`src/rtl/alu_seq_pkg.sv`:
```
// Shared types and constants for the ALU command sequencer.
// Build option: ALU_SEQ_PERF_EN adds the retired-command/stall counters.
package alu_seq_pkg;

    typedef enum logic [1:0] {
        OPC_MAC  = 2'd0,
        OPC_ADDI = 2'd1,
        OPC_IN   = 2'd2,
        OPC_NOP  = 2'd3
    } opc_e;

    typedef enum logic [1:0] {
        IDLE = 2'd0,
        OPS  = 2'd1,
        MUL  = 2'd2,
        DONE = 2'd3
    } state_e;

    localparam int REN_A = 0;
    localparam int REN_B = 1;
    localparam int REN_C = 2;
    localparam int REN_D = 3;
    localparam int REN_E = 4;

    // Operand cycle loads mult A, mult B and the E register together
    localparam logic [4:0] REN_OPS_MASK = 5'b10011;

    function automatic logic [4:0] ren_bit(input int idx);
        return 5'(1) << idx;
    endfunction

endpackage

```
`src/rtl/alu_seq_perf.sv`:
```
// Saturating performance counter pair: retired commands and DONE stall cycles.
// Only instantiated when ALU_SEQ_PERF_EN is defined.
module alu_seq_perf (
    input  logic        clk,
    input  logic        rst_n,
    input  logic        i_cmd_inc,
    input  logic        i_stall_inc,
    output logic [15:0] o_perf_cmds,
    output logic [15:0] o_perf_stall
);

    logic [15:0] r_cmds;
    logic [15:0] r_stall;

    // Count events, sticking at all-ones instead of wrapping
    always_ff @(posedge clk or negedge rst_n) begin
        if (!rst_n) begin
            r_cmds  <= '0;
            r_stall <= '0;
        end else begin
            if (i_cmd_inc && (r_cmds != 16'hFFFF))
                r_cmds <= r_cmds + 16'd1;
            if (i_stall_inc && (r_stall != 16'hFFFF))
                r_stall <= r_stall + 16'd1;
        end
    end

    assign o_perf_cmds  = r_cmds;
    assign o_perf_stall = r_stall;

endmodule

```
`src/rtl/alu_seq_ctrl.sv`:
```
// Multi-cycle sequencer in front of the 8-bit fixed-point ALU: one command in
// flight, drives register enables and operand selects in cycle order.
// Build option: ALU_SEQ_PERF_EN adds perf_cmds / perf_stall output ports.
//
// state | meaning
// IDLE  | ready for a command; NOP is consumed here
// OPS   | load mult A/B and E register, operands held upstream
// MUL   | multiply stages, MUL_LAT cycles (C then D, rest is settle)
// DONE  | result valid, ALU frozen until writeback accepts
module alu_seq_ctrl
    import alu_seq_pkg::*;
#(
    parameter int OPC_W   = 2,
    parameter int MUL_LAT = 2
) (
    input  logic             clk,
    input  logic             rst_n,
    input  logic             cmd_valid,
    input  logic [OPC_W-1:0] cmd_opcode,
    output logic             cmd_ready,
    output logic             operand_hold,
    output logic [4:0]       reg_en,
    output logic             f_add,
    output logic             f_load,
    output logic             res_valid,
    input  logic             res_ready
`ifdef ALU_SEQ_PERF_EN
    ,
    output logic [15:0]      perf_cmds,
    output logic [15:0]      perf_stall
`endif
);

    // MUL_LAT is at most 4, so a 2-bit stage counter covers every legal value
    localparam logic [1:0] CNT_LAST = 2'(MUL_LAT - 1);

    state_e     r_state;
    logic [1:0] r_cnt;
    logic [4:0] r_reg_en;
    logic       r_op_hold;
    logic       r_f_add;
    logic       r_f_load;
    logic       r_res_valid;
    opc_e       w_opc;

    assign w_opc = opc_e'(cmd_opcode[1:0]);

    // Sequencer FSM; every output except cmd_ready is registered here
    always_ff @(posedge clk or negedge rst_n) begin
        if (!rst_n) begin
            r_state     <= IDLE;
            r_cnt       <= '0;
            r_reg_en    <= '0;
            r_op_hold   <= 1'b0;
            r_f_add     <= 1'b0;
            r_f_load    <= 1'b0;
            r_res_valid <= 1'b0;
        end else begin
            case (r_state)
                IDLE: begin
                    if (cmd_valid && (w_opc != OPC_NOP)) begin
                        r_state   <= OPS;
                        r_reg_en  <= REN_OPS_MASK;
                        r_op_hold <= 1'b1;
                        r_f_add   <= (w_opc == OPC_ADDI);
                        r_f_load  <= (w_opc == OPC_MAC);
                    end
                end
                OPS: begin
                    r_state   <= MUL;
                    r_cnt     <= '0;
                    r_reg_en  <= ren_bit(REN_C);
                    r_op_hold <= 1'b0;
                end
                MUL: begin
                    if (r_cnt == CNT_LAST) begin
                        r_state     <= DONE;
                        r_reg_en    <= '0;
                        r_res_valid <= 1'b1;
                    end else begin
                        r_cnt    <= r_cnt + 2'd1;
                        // stage 1 loads D; later stages only let the ALU settle
                        r_reg_en <= (r_cnt == 2'd0) ? ren_bit(REN_D) : 5'b00000;
                    end
                end
                DONE: begin
                    if (res_ready) begin
                        r_state     <= IDLE;
                        r_res_valid <= 1'b0;
                        r_f_add     <= 1'b0;
                        r_f_load    <= 1'b0;
                    end
                end
                default: begin
                    r_state     <= IDLE;
                    r_cnt       <= '0;
                    r_reg_en    <= '0;
                    r_op_hold   <= 1'b0;
                    r_f_add     <= 1'b0;
                    r_f_load    <= 1'b0;
                    r_res_valid <= 1'b0;
                end
            endcase
        end
    end

    assign cmd_ready    = (r_state == IDLE);
    assign operand_hold = r_op_hold;
    assign reg_en       = r_reg_en;
    assign f_add        = r_f_add;
    assign f_load       = r_f_load;
    assign res_valid    = r_res_valid;

`ifdef ALU_SEQ_PERF_EN
    logic w_retire;
    logic w_stall;

    // A command retires when its result is taken, or immediately if it is a NOP
    assign w_retire = ((r_state == DONE) && res_ready) ||
                      ((r_state == IDLE) && cmd_valid && (w_opc == OPC_NOP));
    assign w_stall  = (r_state == DONE) && !res_ready;

    alu_seq_perf u_perf (
        .clk          (clk),
        .rst_n        (rst_n),
        .i_cmd_inc    (w_retire),
        .i_stall_inc  (w_stall),
        .o_perf_cmds  (perf_cmds),
        .o_perf_stall (perf_stall)
    );
`endif

endmodule

```
`config.mk`:
```
export PLATFORM = sky130hd
export DESIGN_NAME = alu_seq_ctrl
export DESIGN_NICKNAME = d
export VERILOG_FILES = /design/src/rtl/alu_seq_pkg.sv /design/src/rtl/alu_seq_perf.sv /design/src/rtl/alu_seq_ctrl.sv
export SDC_FILE = /design/constraint.sdc
export NUM_CORES = 1
export LEC_CHECK = 0
export ABC_AREA = 0
export BUFFER_PORTS_ARGS = -buffer_cell sky130_fd_sc_hd__buf_2
export CAP_MARGIN = 20
export CELL_PAD_IN_SITES_DETAIL_PLACEMENT = 2
export CELL_PAD_IN_SITES_GLOBAL_PLACEMENT = 2
export CORE_ASPECT_RATIO = 1.2
export CORE_MARGIN = 4
export CORE_UTILIZATION = 32
export CTS_CLUSTER_SIZE = 12
export DETAILED_ROUTE_END_ITERATION = 10
export PLACE_DENSITY_LB_ADDON = 0.1
export SYNTH_ARGS = -nofsm -noshare
export SYNTH_HDL_FRONTEND = slang
export SYNTH_SLANG_ARGS = --single-unit
```
`constraint.sdc`:
```
create_clock -name clk -period 1.95 [get_ports clk]
set_input_delay 0.39 -clock clk [delete_from_list [all_inputs] [get_ports clk]]
set_output_delay 0.39 -clock clk [all_outputs]
set_load 0.01 [all_outputs]
```
==> key figures <==
Logic synthesis
  • Seq cells post-synth: 11
  • Part of the Yosys area used for sequential elements: 42.39%
  • Syn. warnings: 0
  • Distinct cells, synth: 19
  • Post-Syn Area: between 600 and 700 sq um
  • Avg Cell Area, Syn: 11.39 sq um
  • Syn Inst Count: 57
  • Syn_nets: 72

Pwr
  • Worst vdd ir: 562.4 uV
  • Final Total Pwr: 1.282 mW
  • Leak: 0.4122 nW
  • Cell Pwr Density: 1666 mW/mm^2

Placed design
  • HPWL after detailed placement: 1153 um
  • Placed cell area: between 700 and 800 sq um
  • # placed instances: 89
  • GPL Wtd Cong: approximately 0.7
  • Buffers on Ports: 15

Finish
  • Ant. Diodes: 0
  • Share of layout cells above drive strength 1: 30.67%
  • Final Instance Count excl. Fillers: 94
  • Synth-to-layout area growth: 18.50%
  • Nets@finish: between 90 and 100
  • Fin util: 40.65%
  • Final Instance Area: about 770 sq um

Timing
  • Slew Viols, Final: 0
  • Worst-case headroom to the max-slew limit: 68.62%
  • Worst-Margin Slew: approximately 0.47 ns
  • Post-route clock period utilization: 88.75%
  • Final Hold Viols: 0
  • Crit path time final: between 1.5 and 2 ns
  • Max Fclk: 577.8 MHz
  • Final setup TNS: 0 ns
  • Clock skew: roughly 0.00058 ns
  • Final setup viols: 0
  • RSZ-0062 raised after global routing: no

Floorplan
  • Die Wd: 49.12 um
  • Initial Util: about a third
  • I/O pin cnt: 16
  • Row cnt: 17
  • Die height: 57.35 um
  • Core Region: 0.001893 sq mm
  • Die ar.: 0.002817 sq mm

Clock network
  • CTS clk-pin slew, worst paths: approximately 0.07 ns
  • Number of buffers created by CTS: 3
  • Postcts setup bufs: 0
  • CTS tree: yes
  • CTS sink count: 11
  • Worst-Skew Late Latency: 0.27 ns
  • Root Driver: clkbuf_4
  • H-Tree Depth: 1
  • Max Root-Sink Buffers: 2

Critical path
  • Worst Setup SP: r_state[1]
  • RR Startpoint: r_state[1]
  • Critical Path, Cell by Cell: ha_1, a222oi_1, mux2_1
  • CP bufs+invs: 0
  • CP Data Arrival Time: roughly 1.9 ns
  • CP max FO: 6
  • Crit path launch type: flop
  • Largest delay share family, worst path: compound AO/OA/AOI/OAI gates
  • Worst stage delay on the critical path: 0.50 ns
  • Crit path capture type: flop
  • Critical Path RT: about 2.1 ns
  • Worst path slowest cell: a222oi_1
  • Crit path kind: flop to flop

Hold path
  • Worst Hold Launch: res_ready
  • Min-delay worst type: input pin to flop

GRT
  • Largest net degree at the start of global routing: 12
  • Gr usage total: 12.39%
  • Vias in the first global route: 528
  • Grt ovf: 0
  • First-pass GRT wire length: 2532 um
  • Antenna violations before repair: 0

Flow run
  • Max Cap Viol: 0

Route
  • Wire per inst: approximately 15 um
  • DRC viols: 0
  • Vias per cell: between 5 and 6
  • Post-route ant nets: 0
  • Drt first pass iters: 5
  • Starting DRC count in detailed routing: 3
  • Routed WL: ~1400 um
  • Via count: 474

Outcome
  • Status: finished clean
[synth_stat cells]
cell type,count,area (sq um)
nor3b_1,1,7.510
o21ai_0,1,5.000
mux2i_1,5,50.05
a21bo_1,1,10.01
nand2b_1,2,12.51
dfrtp_1,11,275.3
nor2_1,1,3.750
a22o_1,1,8.760
nand2_1,2,7.510
a31oi_1,2,12.51
mux2_1,1,11.26
a21oi_1,2,10.01
inv_1,8,30.03
buf_4,2,15.01
a222oi_1,1,10.01
and3_1,1,6.260
nor3_1,1,5.000
ha_1,9,112.6
mux2_2,5,56.30
[layer usage]
metal	share of wire, %	vias to the layer above	global-route usage (%)
met1	44	226	13.89
met5	0	-	0
met4	2.4	0	7.317
met3	7.0	4	4.439
li1	-	229	-
met2	47	15	20.11
[flip-flops by register name (all words and copies together) (netlist names)]
name and cells:
reg_en 3, f_load 1, res_valid 1, r_state 2, r_cnt 2, f_add 1, operand_hold 1
[report_power, final]
part / internal (mW) / leakage [nW] / switching (mW)
Clock: 0.0793 / 0.0150 / 0.0776
Sequential: 0.336 / 0.139 / 0.0704
Combinational: 0.337 / 0.258 / 0.381
Total: 0.753 / 0.412 / 0.529
[repair_timing]
action,4_1_cts,5_1_grt
endpoints found under the hold margin,11,0
hold buffers,1,0
gates resized for setup,0,0
[worst paths after layout]
kind	endpoint	slack, ns	depth (start not counted)
setup / recovery	r_state[1]	0.22	3
hold / removal	res_valid	0.35	2
setup reg to reg	r_state[1]	0.22	3
hold reg to reg	f_add	0.50	1
max in group asynchronous	r_state[0]	1.21	2
min in group asynchronous	r_cnt[1]	0.53	2
[cells in the final DEF (no fill, tap or decap)]
cell           count
clkbuf_1           1
mux2_1             1
nand2_1            2
inv_1              8
buf_2             15
o21ai_0            1
a22o_1             1
nor3b_1            1
and3_1             1
nor2_1             1
dlygate4sd3_1      1
nand2b_1           2
a21oi_1            2
nor3_1             1
a31oi_1            2
dfrtp_1           11
mux2_2             5
clkbuf_4           3
ha_1               9
mux2i_1            5
a21bo_1            1
a222oi_1           1
[metrics by stage]
step	worst slack [ns]	hold slack, ns
5_1_grt	0.1325	0.3453
4_1_cts	0.1995	0.3359
3_5_place_dp	0.2136	0.2830
3_3_place_gp	0.2799	0.2842
2_1_floorplan	0.3714	0.09441
6_report	0.2193	0.3469
[area by class of cell]
cell class	instances	area (sq um)
clock buffer	4	26.28
tap	19	23.77
timing repair buffer	16	85.08
multi-input combinational	36	329.1
sequential	11	275.3
inverter	8	30.03
fill	224	1124
[cell families (layout without fill, tap and decap cells)]
logic type | Yosys count | after routing | share of synthesized area (%)
flip-flops | 11 | 11 | 42.39
multiplexers | 11 | 11 | 18.11
buffers and inverters | 10 | 28 | 6.936
adder cells (fa/ha/maj) | 9 | 9 | 17.34
AND/OR/NAND/NOR | 8 | 8 | 6.551
AO/OA/AOI/OAI | 8 | 8 | 8.670
Power figures use the tool's default switching activity.
